[config.mk]
export PLATFORM = sky130hd
export DESIGN_NAME = cdb_scheduler
export DESIGN_NICKNAME = d
export VERILOG_FILES = /design/src/rtl/cdb_scheduler_pkg.sv /design/src/rtl/cdb_scheduler_rr_pick.sv /design/src/rtl/cdb_scheduler.sv
export SDC_FILE = /design/constraint.sdc
export NUM_CORES = 1
export LEC_CHECK = 0
export BUFFER_PORTS_ARGS = -buffer_cell sky130_fd_sc_hd__buf_4
export CORE_UTILIZATION = 51
export DETAILED_ROUTE_END_ITERATION = 7
export PLACE_DENSITY = 0.77
export SYNTH_ARGS = -nofsm -noshare
export SYNTH_HDL_FRONTEND = slang
export SYNTH_HIERARCHICAL = 1
export SYNTH_SLANG_ARGS = --single-unit
[constraint.sdc]
create_clock -name clk -period 2.6 [get_ports clk]
set_input_delay 0.26 -clock clk [delete_from_list [all_inputs] [get_ports clk]]
set_output_delay 0.26 -clock clk [all_outputs]
set_load 0.01 [all_outputs]
[src/rtl/cdb_scheduler_pkg.sv]
// Shared types for the common-data-bus scheduler and arbiter.
package cdb_scheduler_pkg;

    // Default number of functional units competing for the CDB.
    localparam int CDB_FU_COUNT = 3;

    // Index of one functional unit at the default FU count.
    typedef logic [$clog2(CDB_FU_COUNT)-1:0] fu_idx_t;

endpackage

[src/rtl/cdb_scheduler_rr_pick.sv]
// Rotating first-one finder: returns the first set request at or after
// start_i, wrapping modulo N. When nothing is set, idx_o echoes start_i.
module cdb_scheduler_rr_pick #(
    parameter int N = 3,
    localparam int W = (N > 1) ? $clog2(N) : 1
) (
    input  logic [N-1:0] req_i,
    input  logic [W-1:0] start_i,
    output logic [W-1:0] idx_o,
    output logic         found_o
);

    // Scan from farthest to nearest so the nearest requester is written last.
    always_comb begin
        int c;
        idx_o   = start_i;
        found_o = 1'b0;
        for (int k = N - 1; k >= 0; k--) begin
            c = int'(start_i) + k;
            if (c >= N) c = c - N;
            if (req_i[c]) begin
                idx_o   = W'(c);
                found_o = 1'b1;
            end
        end
    end

endmodule

[src/rtl/cdb_scheduler.sv]
// CDB scheduler: round-robin grant with starvation override, gated by
// back-pressure and flush; keeps per-FU wait counters and perf counters.
module cdb_scheduler
    import cdb_scheduler_pkg::*;
#(
    parameter int FUNCTIONAL_UNIT_COUNT = CDB_FU_COUNT,
    parameter int WAIT_W                = 4,
    parameter int STARVE_LIMIT          = 8,
    parameter int PERF_W                = 32,
    localparam int IDX_W = $clog2(FUNCTIONAL_UNIT_COUNT)
) (
    input  logic                             clk,
    input  logic                             rst_n,
    input  logic [FUNCTIONAL_UNIT_COUNT-1:0] fu_status,
    input  logic                             cdb_ready,
    input  logic                             flush,
    output logic                             should_dispatch,
    output logic [IDX_W-1:0]                 victim,
    output logic                             starving,
    output logic [PERF_W-1:0]                dispatch_count,
    output logic [PERF_W-1:0]                stall_count
);

    localparam int N = FUNCTIONAL_UNIT_COUNT;
    localparam logic [WAIT_W-1:0] WAIT_MAX  = '1;
    localparam logic [WAIT_W-1:0] STARVE_TH = WAIT_W'(STARVE_LIMIT);
    localparam logic [IDX_W-1:0]  LAST_IDX  = IDX_W'(N - 1);

    logic [IDX_W-1:0]             rr_q, rr_d;
    logic [N-1:0][WAIT_W-1:0]     wait_q, wait_d;
    logic [PERF_W-1:0]            disp_q, disp_d;
    logic [PERF_W-1:0]            stall_q, stall_d;

    logic [N-1:0]                 starve_req;
    logic [IDX_W-1:0]             starve_idx;
    logic [IDX_W-1:0]             rr_idx;
    logic                         pending;

    cdb_scheduler_rr_pick #(.N(N)) u_rr_pick (
        .req_i   (fu_status),
        .start_i (rr_q),
        .idx_o   (rr_idx),
        .found_o (pending)
    );

    // Starving requesters; the lowest-indexed one wins the override.
    always_comb begin
        starve_idx = '0;
        for (int i = 0; i < N; i++)
            starve_req[i] = fu_status[i] && (wait_q[i] >= STARVE_TH);
        for (int i = N - 1; i >= 0; i--)
            if (starve_req[i]) starve_idx = IDX_W'(i);
    end

    // Grant outputs; all forced quiet while reset is held.
    always_comb begin
        should_dispatch = rst_n & cdb_ready & ~flush & pending;
        starving        = rst_n & (|starve_req);
        victim          = '0;
        if (rst_n) victim = (|starve_req) ? starve_idx : rr_idx;
    end

    // Next state: pointer past the granted FU, wait counters, perf counters.
    always_comb begin
        rr_d    = rr_q;
        disp_d  = disp_q;
        stall_d = stall_q;
        if (should_dispatch) begin
            rr_d   = (victim == LAST_IDX) ? '0 : victim + 1'b1;
            disp_d = disp_q + PERF_W'(1);
        end else if (pending) begin
            stall_d = stall_q + PERF_W'(1);
        end
        for (int i = 0; i < N; i++) begin
            if (!fu_status[i] || (should_dispatch && victim == IDX_W'(i)))
                wait_d[i] = '0;
            else if (wait_q[i] != WAIT_MAX)
                wait_d[i] = wait_q[i] + 1'b1;
            else
                wait_d[i] = wait_q[i];
        end
    end

    // State registers with synchronous active-low reset.
    always_ff @(posedge clk) begin
        if (!rst_n) begin
            rr_q    <= '0;
            wait_q  <= '0;
            disp_q  <= '0;
            stall_q <= '0;
        end else begin
            rr_q    <= rr_d;
            wait_q  <= wait_d;
            disp_q  <= disp_d;
            stall_q <= stall_d;
        end
    end

    assign dispatch_count = disp_q;
    assign stall_count    = stall_q;

    // Structural invariants on the grant and the pointer.
    always_ff @(posedge clk) begin
        if (rst_n) begin
            assert (int'(victim) < N);
            assert (!should_dispatch || fu_status[victim]);
            assert (int'(rr_q) < N);
        end
    end

endmodule

==> impl_metrics.py, run 1 <==
metrics = {
    "placement": {
        "post-place-ws_ns": -0.0494,
        "gp_congestion": 0.811,
        "place_area_um2": 4930,
        "dpl.hpwl_um": 7150,
        "io_buffer_count": 74,
        "dp.cells": 674,
    },
    "worst_hold_path": {
        "min_from": "rst_n",
        "hold_class": "in2reg",
    },
    "clock_network": {
        "clock_tree.root_cell": "clkbuf_8",
        "cts_hold_buf": 0,
        "cts.htree.levels": 3,
        "clockBufferDepth": 2,
        "cts_tree": "built",
        "cts_sinks": 78,
        "clkTransAtPathRegs_ns": 0.09,
        "clk_latency_ns": 0.36,
        "cts-buffers-inserted": 9,
    },
    "finish": {
        "diodes": 0,
        "nets": 613,
        "num-fill-cells": 646,
        "fin_area_um2": 5470,
        "area_delta_synth_final_pct": 30.7,
        "drive_above_1_share": 0.293,
        "layout.area.seq_um2": 1570,
        "multi_input_area_um2": 2680,
        "final_cells": 702,
    },
    "grt": {
        "first_global_vias": 3680,
        "grt_pass1_wl_um": 17100,
        "antenna_found_initial": 0,
        "grt_max_degree": 51,
        "overflow": 0,
        "grt_use_total": 0.249,
    },
    "logic_synthesis": {
        "syn_inst": 500,
        "syn-num-nets": 518,
        "syn_area_um2": 4190,
        "synth_edf_count": 0,
        "synth_top_flop_cell": "dfxtp_1",
        "yosys_warnings": 6,
        "ys_seq_area_frac": 0.373,
        "synth.distinct_cells": 52,
        "ys_ff_latch": 78,
        "synth_area_per_cell_um2": 8.37,
        "synthArstFlopShare": 0,
    },
    "floorplanning": {
        "die_w_um": 92.6,
        "die_h_um": 92.6,
        "start_util": 0.533,
        "core_area_um2": 7850,
        "io_pins": 75,
        "rows": 32,
        "dieArea_um2": 8570,
    },
    "critical_path": {
        "reg2reg_from": "rr_q[0]",
        "cp-start-kind": "flip-flop",
        "crit_path_start": "rr_q[0]",
        "worst-endpoint-required_ns": 2.34,
        "path_class": "reg2out",
        "endpoint_kind": "output port",
        "cp_max_fo": 9,
        "cp.arrival_ns": 2.32,
    },
    "timing": {
        "setup_viol": 0,
        "skew_ns": 0.0113,
        "min_period_ns": 2.58,
        "fmax_mhz": 387,
        "hold_viol": 0,
        "hold_slack_ns": 0.332,
        "slew_violations": 0,
        "worst_pin_slew_ns": 0.704,
        "maxSlewHeadroom": 0.530,
        "fin_crit_sh": 0.993,
        "finalWorstSetupSlack_ns": 0.0185,
        "rsz0062_at_grt": "yes",
    },
    "power_and_ir_drop": {
        "peakVddDrop_mv": 0.330,
        "power_density_nw_per_um2": 435,
        "power.leakage_nw": 1.98,
    },
    "routing": {
        "drt-total-wl_um": 10800,
        "routed_via_density": 5.94,
        "drc": 0,
        "drtAntennaViolNets": 0,
        "num_vias": 4169,
        "wl_per_cell_um": 15.4,
        "drtIter0Drc": 154,
        "first_pass_iters": 4,
    },
    "run": {
        "max_cap_viol_count": 0,
    },
    "outcome": {
        "outcome": "complete, no violations",
    },
}
-- kinds of logic (layout without fill, tap and decap cells) --
family | count (synthesis) | in the layout | share of synthesized area
AO/OA/AOI/OAI | 96 | 96 | 0.149
XOR/XNOR | 23 | 23 | 0.0481
adder cells (fa/ha/maj) | 11 | 11 | 0.0329
buffers and inverters | 44 | 144 | 0.0475
flip-flops | 78 | 78 | 0.373
multiplexers | 17 | 17 | 0.0407
AND/OR/NAND/NOR | 231 | 231 | 0.308
-- layout by cell type, fill, tap and decap left out, types with 12 or more instances in the layout --
cell,instances
xnor2_1,16
o31ai_1,17
dfxtp_1,76
nand3_1,26
nand2_1,49
buf_4,99
a21oi_1,27
inv_1,18
nor2_1,39
nor4_1,12
nand4_1,15
mux2i_1,17
-- layout make-up --
class,instances,area share
inverter,22,0.0160
clock buffer,11,0.0240
tap,102,0.0233
clock inverter,5,0.0107
sequential,78,0.286
timing repair buffer,106,0.149
multi-input combinational,378,0.491
-- worst max-delay path: stages, from the launching register on --
cell	delay, ns
dfxtp_2	0.36
inv_4	0.05
ha_4	0.30
nand2_2	0.06
and3b_2	0.22
a211oi_4	0.24
o221ai_2	0.16
nand4b_4	0.15
buf_6	0.12
inv_4	0.03
buf_6	0.13
buf_4	0.14
-- cell usage after synthesis (3+ instances only) --
library cell  number  share of area
and4_1            12          0.025
dfxtp_1           78           0.37
xor2_1             7          0.015
clkbuf_1          15          0.013
o21ai_0            9          0.011
o41ai_1            8          0.017
nand2_1           51          0.046
xnor2_1           16          0.033
or4_1             20          0.036
buf_2              3         0.0036
ha_1              11          0.033
a22oi_1            3         0.0054
nand2b_1          13          0.019
buf_6              4          0.011
nor2_1            40          0.036
nand4bb_1          3         0.0081
a211oi_1           4         0.0072
nor4_1            14          0.021
nor2b_1            3         0.0045
nor3_1            10          0.012
nand4_1           15          0.022
o311ai_0           4         0.0084
a31oi_1            4         0.0060
and2_1             3         0.0045
o31ai_1           18          0.032
nand3_1           27          0.032
inv_1             20          0.018
mux2i_1           17          0.041
or3_1              6         0.0090
a21oi_1           37          0.044
-- per-stage QoR --
stage | power [W] | utilization | TNS [ns]
after floorplan | 0.00137 | - | -0.0321
after global placement | 0.00143 | 0.628 | 0
after detailed placement | 0.00144 | 0.628 | -0.165
after CTS | 0.00236 | 0.660 | -0.0161
after global routing | 0.00247 | 0.697 | -0.816
final | 0.00238 | 0.697 | 0
-- final timing paths --
| kind | end | slack [ns] | cells after the start |
|---|---|---|---|
| max | should_dispatch | 0.02 | 11 |
| min | stall_count[24] | 0.33 | 3 |
| max reg2reg | dispatch_count[29] | 0.05 | 14 |
| min reg2reg | dispatch_count[31] | 0.48 | 1 |
-- per-layer routing --
layer | global-route usage | share of wire | vias up
met3 | 0.0476 | 0.045 | 24
li1 | - | - | 2043
met2 | 0.415 | 0.47 | 107
met5 | 0 | 0 | -
met4 | 0.0951 | 0.024 | 0
met1 | 0.316 | 0.46 | 1995
-- repair_timing --
action / CTS / global route
gates resized for setup: 13 / 50
buffers inserted: 2 / 9
setup endpoints to repair: 19 / 38
cloned: 0 / 1
pin swaps: 3 / 17
-- state kept, by name (all words and copies together), names as in the netlist --
name            cells
wait_q             12
rr_q                2
dispatch_count     32
stall_count        32
-- where the power goes --
part / internal (W) / switching, W / leakage, nW
Combinational: 0.000105 / 0.000128 / 1.26
Sequential: 0.00121 / 0.0000192 / 0.631
Clock: 0.000447 / 0.000478 / 0.0899
Total: 0.00176 / 0.000625 / 1.98
Power figures use the tool's default switching activity.
==> inputs of run 2 (changes only) <==
CELL_PAD_IN_SITES_DETAIL_PLACEMENT = 0   (was not set)
CELL_PAD_IN_SITES_GLOBAL_PLACEMENT = 2   (was not set)
CORE_UTILIZATION = 30   (was 51)
PLACE_DENSITY = not set   (was 0.77)
PLACE_DENSITY_LB_ADDON = 0.1   (was not set)
==> run 2 against run 1 <==
Compared with the run above: combinational power is 2% higher; largest cell class unchanged; hold slack worse by 0.073 ns; non-clock buffer count is 9 higher; die area is 68% higher; clock-buffer cell count is 1 higher; clock skew is 0.0030 ns lower.
==> impl_metrics.py, run 2 (same netlist as run 1, synthesis figures left out) <==
metrics = {
    "power_and_ir_drop": {
        "finalPower_w": 0.00275,
        "power.leakage_nw": 2.06,
        "peakVddDrop_mv": 0.501,
        "seqPwrFrac": 0.446,
        "combPwrFrac": 0.086,
        "switching_power_w": 0.000644,
        "switching_share": 0.234,
        "power_density_nw_per_um2": 485,
        "intPower_w": 0.00211,
        "clkPwrFrac": 0.468,
    },
    "timing": {
        "fmax_mhz": 386,
        "finalWorstSetupSlack_ns": 0.0125,
        "fin_crit_sh": 0.995,
        "maxSlewHeadroom": 0.458,
        "min_period_ns": 2.59,
        "worst_pin_slew_ns": 0.811,
        "rsz0062_at_grt": "yes",
        "skew_ns": 0.00828,
        "hold_viol": 0,
        "setup_viol": 0,
        "slew_violations": 0,
    },
    "clock_network": {
        "clockBufferDepth": 2,
        "cts-buffers-inserted": 9,
        "clk_latency_ns": 0.34,
        "cts_tree": "built",
        "cts_sinks": 78,
        "clock_tree.root_cell": "clkbuf_16",
        "clkTransAtPathRegs_ns": 0.06,
        "cts.htree.levels": 3,
    },
    "floorplanning": {
        "die_h_um": 120,
        "start_util": 0.312,
        "rows": 42,
        "core_area_um2": 13400,
        "dieArea_um2": 14400,
        "die_w_um": 120,
        "io_pins": 75,
    },
    "placement": {
        "post-place-ws_ns": -0.203,
        "place_area_um2": 5060,
        "dp.cells": 753,
        "io_buffer_count": 74,
        "dpl.hpwl_um": 7970,
        "gp_congestion": 0.721,
    },
    "finish": {
        "drive_above_1_share": 0.285,
        "fin_area_um2": 5680,
        "diodes": 0,
        "final_cell_mix": "110 x buf_4, 76 x dfxtp_1, 49 x nand2_1",
        "area_delta_synth_final_pct": 35.8,
        "final_cells": 784,
        "final_common_cell": "buf_4",
        "nets": 622,
    },
    "grt": {
        "first_global_vias": 3786,
        "grt_pass1_wl_um": 19100,
        "antenna_found_initial": 0,
        "overflow": 0,
        "grt_max_degree": 51,
        "grt_use_total": 0.166,
    },
    "routing": {
        "routed_via_density": 5.21,
        "drc": 0,
        "wl_per_cell_um": 14.8,
        "first_pass_iters": 4,
        "drtIter0Drc": 231,
        "drtAntennaViolNets": 0,
        "num_vias": 4086,
        "drt-total-wl_um": 11600,
    },
    "critical_path": {
        "cp_max_fo": 9,
        "cp.arrival_ns": 2.33,
        "path_class": "reg2out",
        "cp-start-kind": "flip-flop",
        "endpoint_kind": "output port",
        "worst-endpoint-required_ns": 2.34,
        "r2r_slack_ns": 0.01,
    },
    "run": {
        "max_cap_viol_count": 0,
    },
    "outcome": {
        "outcome": "complete, no violations",
    },
    "worst_hold_path": {
        "hold_class": "in2reg",
    },
}
-- run 2: cell types whose count changed in the layout (fill, tap and decap cells not counted), moves of 6 or more --
cell       before  now
a21oi_1        27   33
clkbuf_16       0    9
clkbuf_8        9    2
buf_4          99  110
-- run 2: area by class of cell --
class	count	area, um^2
Inverter	22	85.1
Tap cell	176	220
Sequential cell	78	1570
Clock inverter	3	43.8
Clock buffer	12	256
Fill cell	1387	7720
Multi-Input combinational cell	378	2640
Timing Repair Buffer	115	876
-- run 2: critical path, stage by stage (launching register included) --
cell,delay [ns]
dfxtp_2,0.32
buf_4,0.15
ha_4,0.17
buf_4,0.14
nand2b_1,0.09
a21boi_2,0.07
a211oi_4,0.29
o221ai_4,0.17
nand4b_4,0.14
buf_6,0.11
inv_4,0.03
buf_4,0.16
buf_4,0.15
-- run 2: power by group through the flow --
stage / logic, W / clock network [W] / registers [W]
floorplan: 0.000114 / 0 / 0.00125
global placement: 0.000190 / 0 / 0.00125
detailed placement: 0.000193 / 0 / 0.00125
CTS: 0.000215 / 0.00135 / 0.00123
global route: 0.000264 / 0.00139 / 0.00123
finish: 0.000237 / 0.00129 / 0.00123
-- run 2: through the flow --
step / TNS [ns] / hold WS, ns / utilization
2_1_floorplan: -0.0321 / 0.484 / -
3_3_place_gp: -1.26 / 0.461 / 0.377
3_5_place_dp: -3.73 / 0.469 / 0.377
4_1_cts: -0.00510 / 0.237 / 0.411
5_1_grt: -2.04 / 0.254 / 0.424
6_report: 0 / 0.259 / 0.424
-- run 2: repair_timing --
action	CTS	global route
gates resized for setup	18	32
endpoints found under the setup margin	39	46
cloned	1	0
hold buffers	0	0
setup buffers	10	5
pin swaps	9	18
-- run 2: worst paths after layout --
check                                         from            endpoint  cells past startpoint
worst max-delay path                       rr_q[0]     should_dispatch                     12
worst max register to register             rr_q[1]  dispatch_count[24]                     11
worst min register to register  dispatch_count[31]  dispatch_count[31]                      1
worst min-delay path                         rst_n             rr_q[0]                      3
-- run 2: routing by layer --
metal / part of all wire / vias to the layer above / global-route usage / wire, um
li1: - / 2063 / - / -
met1: 0.48 / 1943 / 0.216 / 5510
met2: 0.47 / 68 / 0.267 / 5480
met3: 0.037 / 12 / 0.0471 / 431
met4: 0.014 / 0 / 0.0453 / 167
met5: 0 / - / 0 / 0
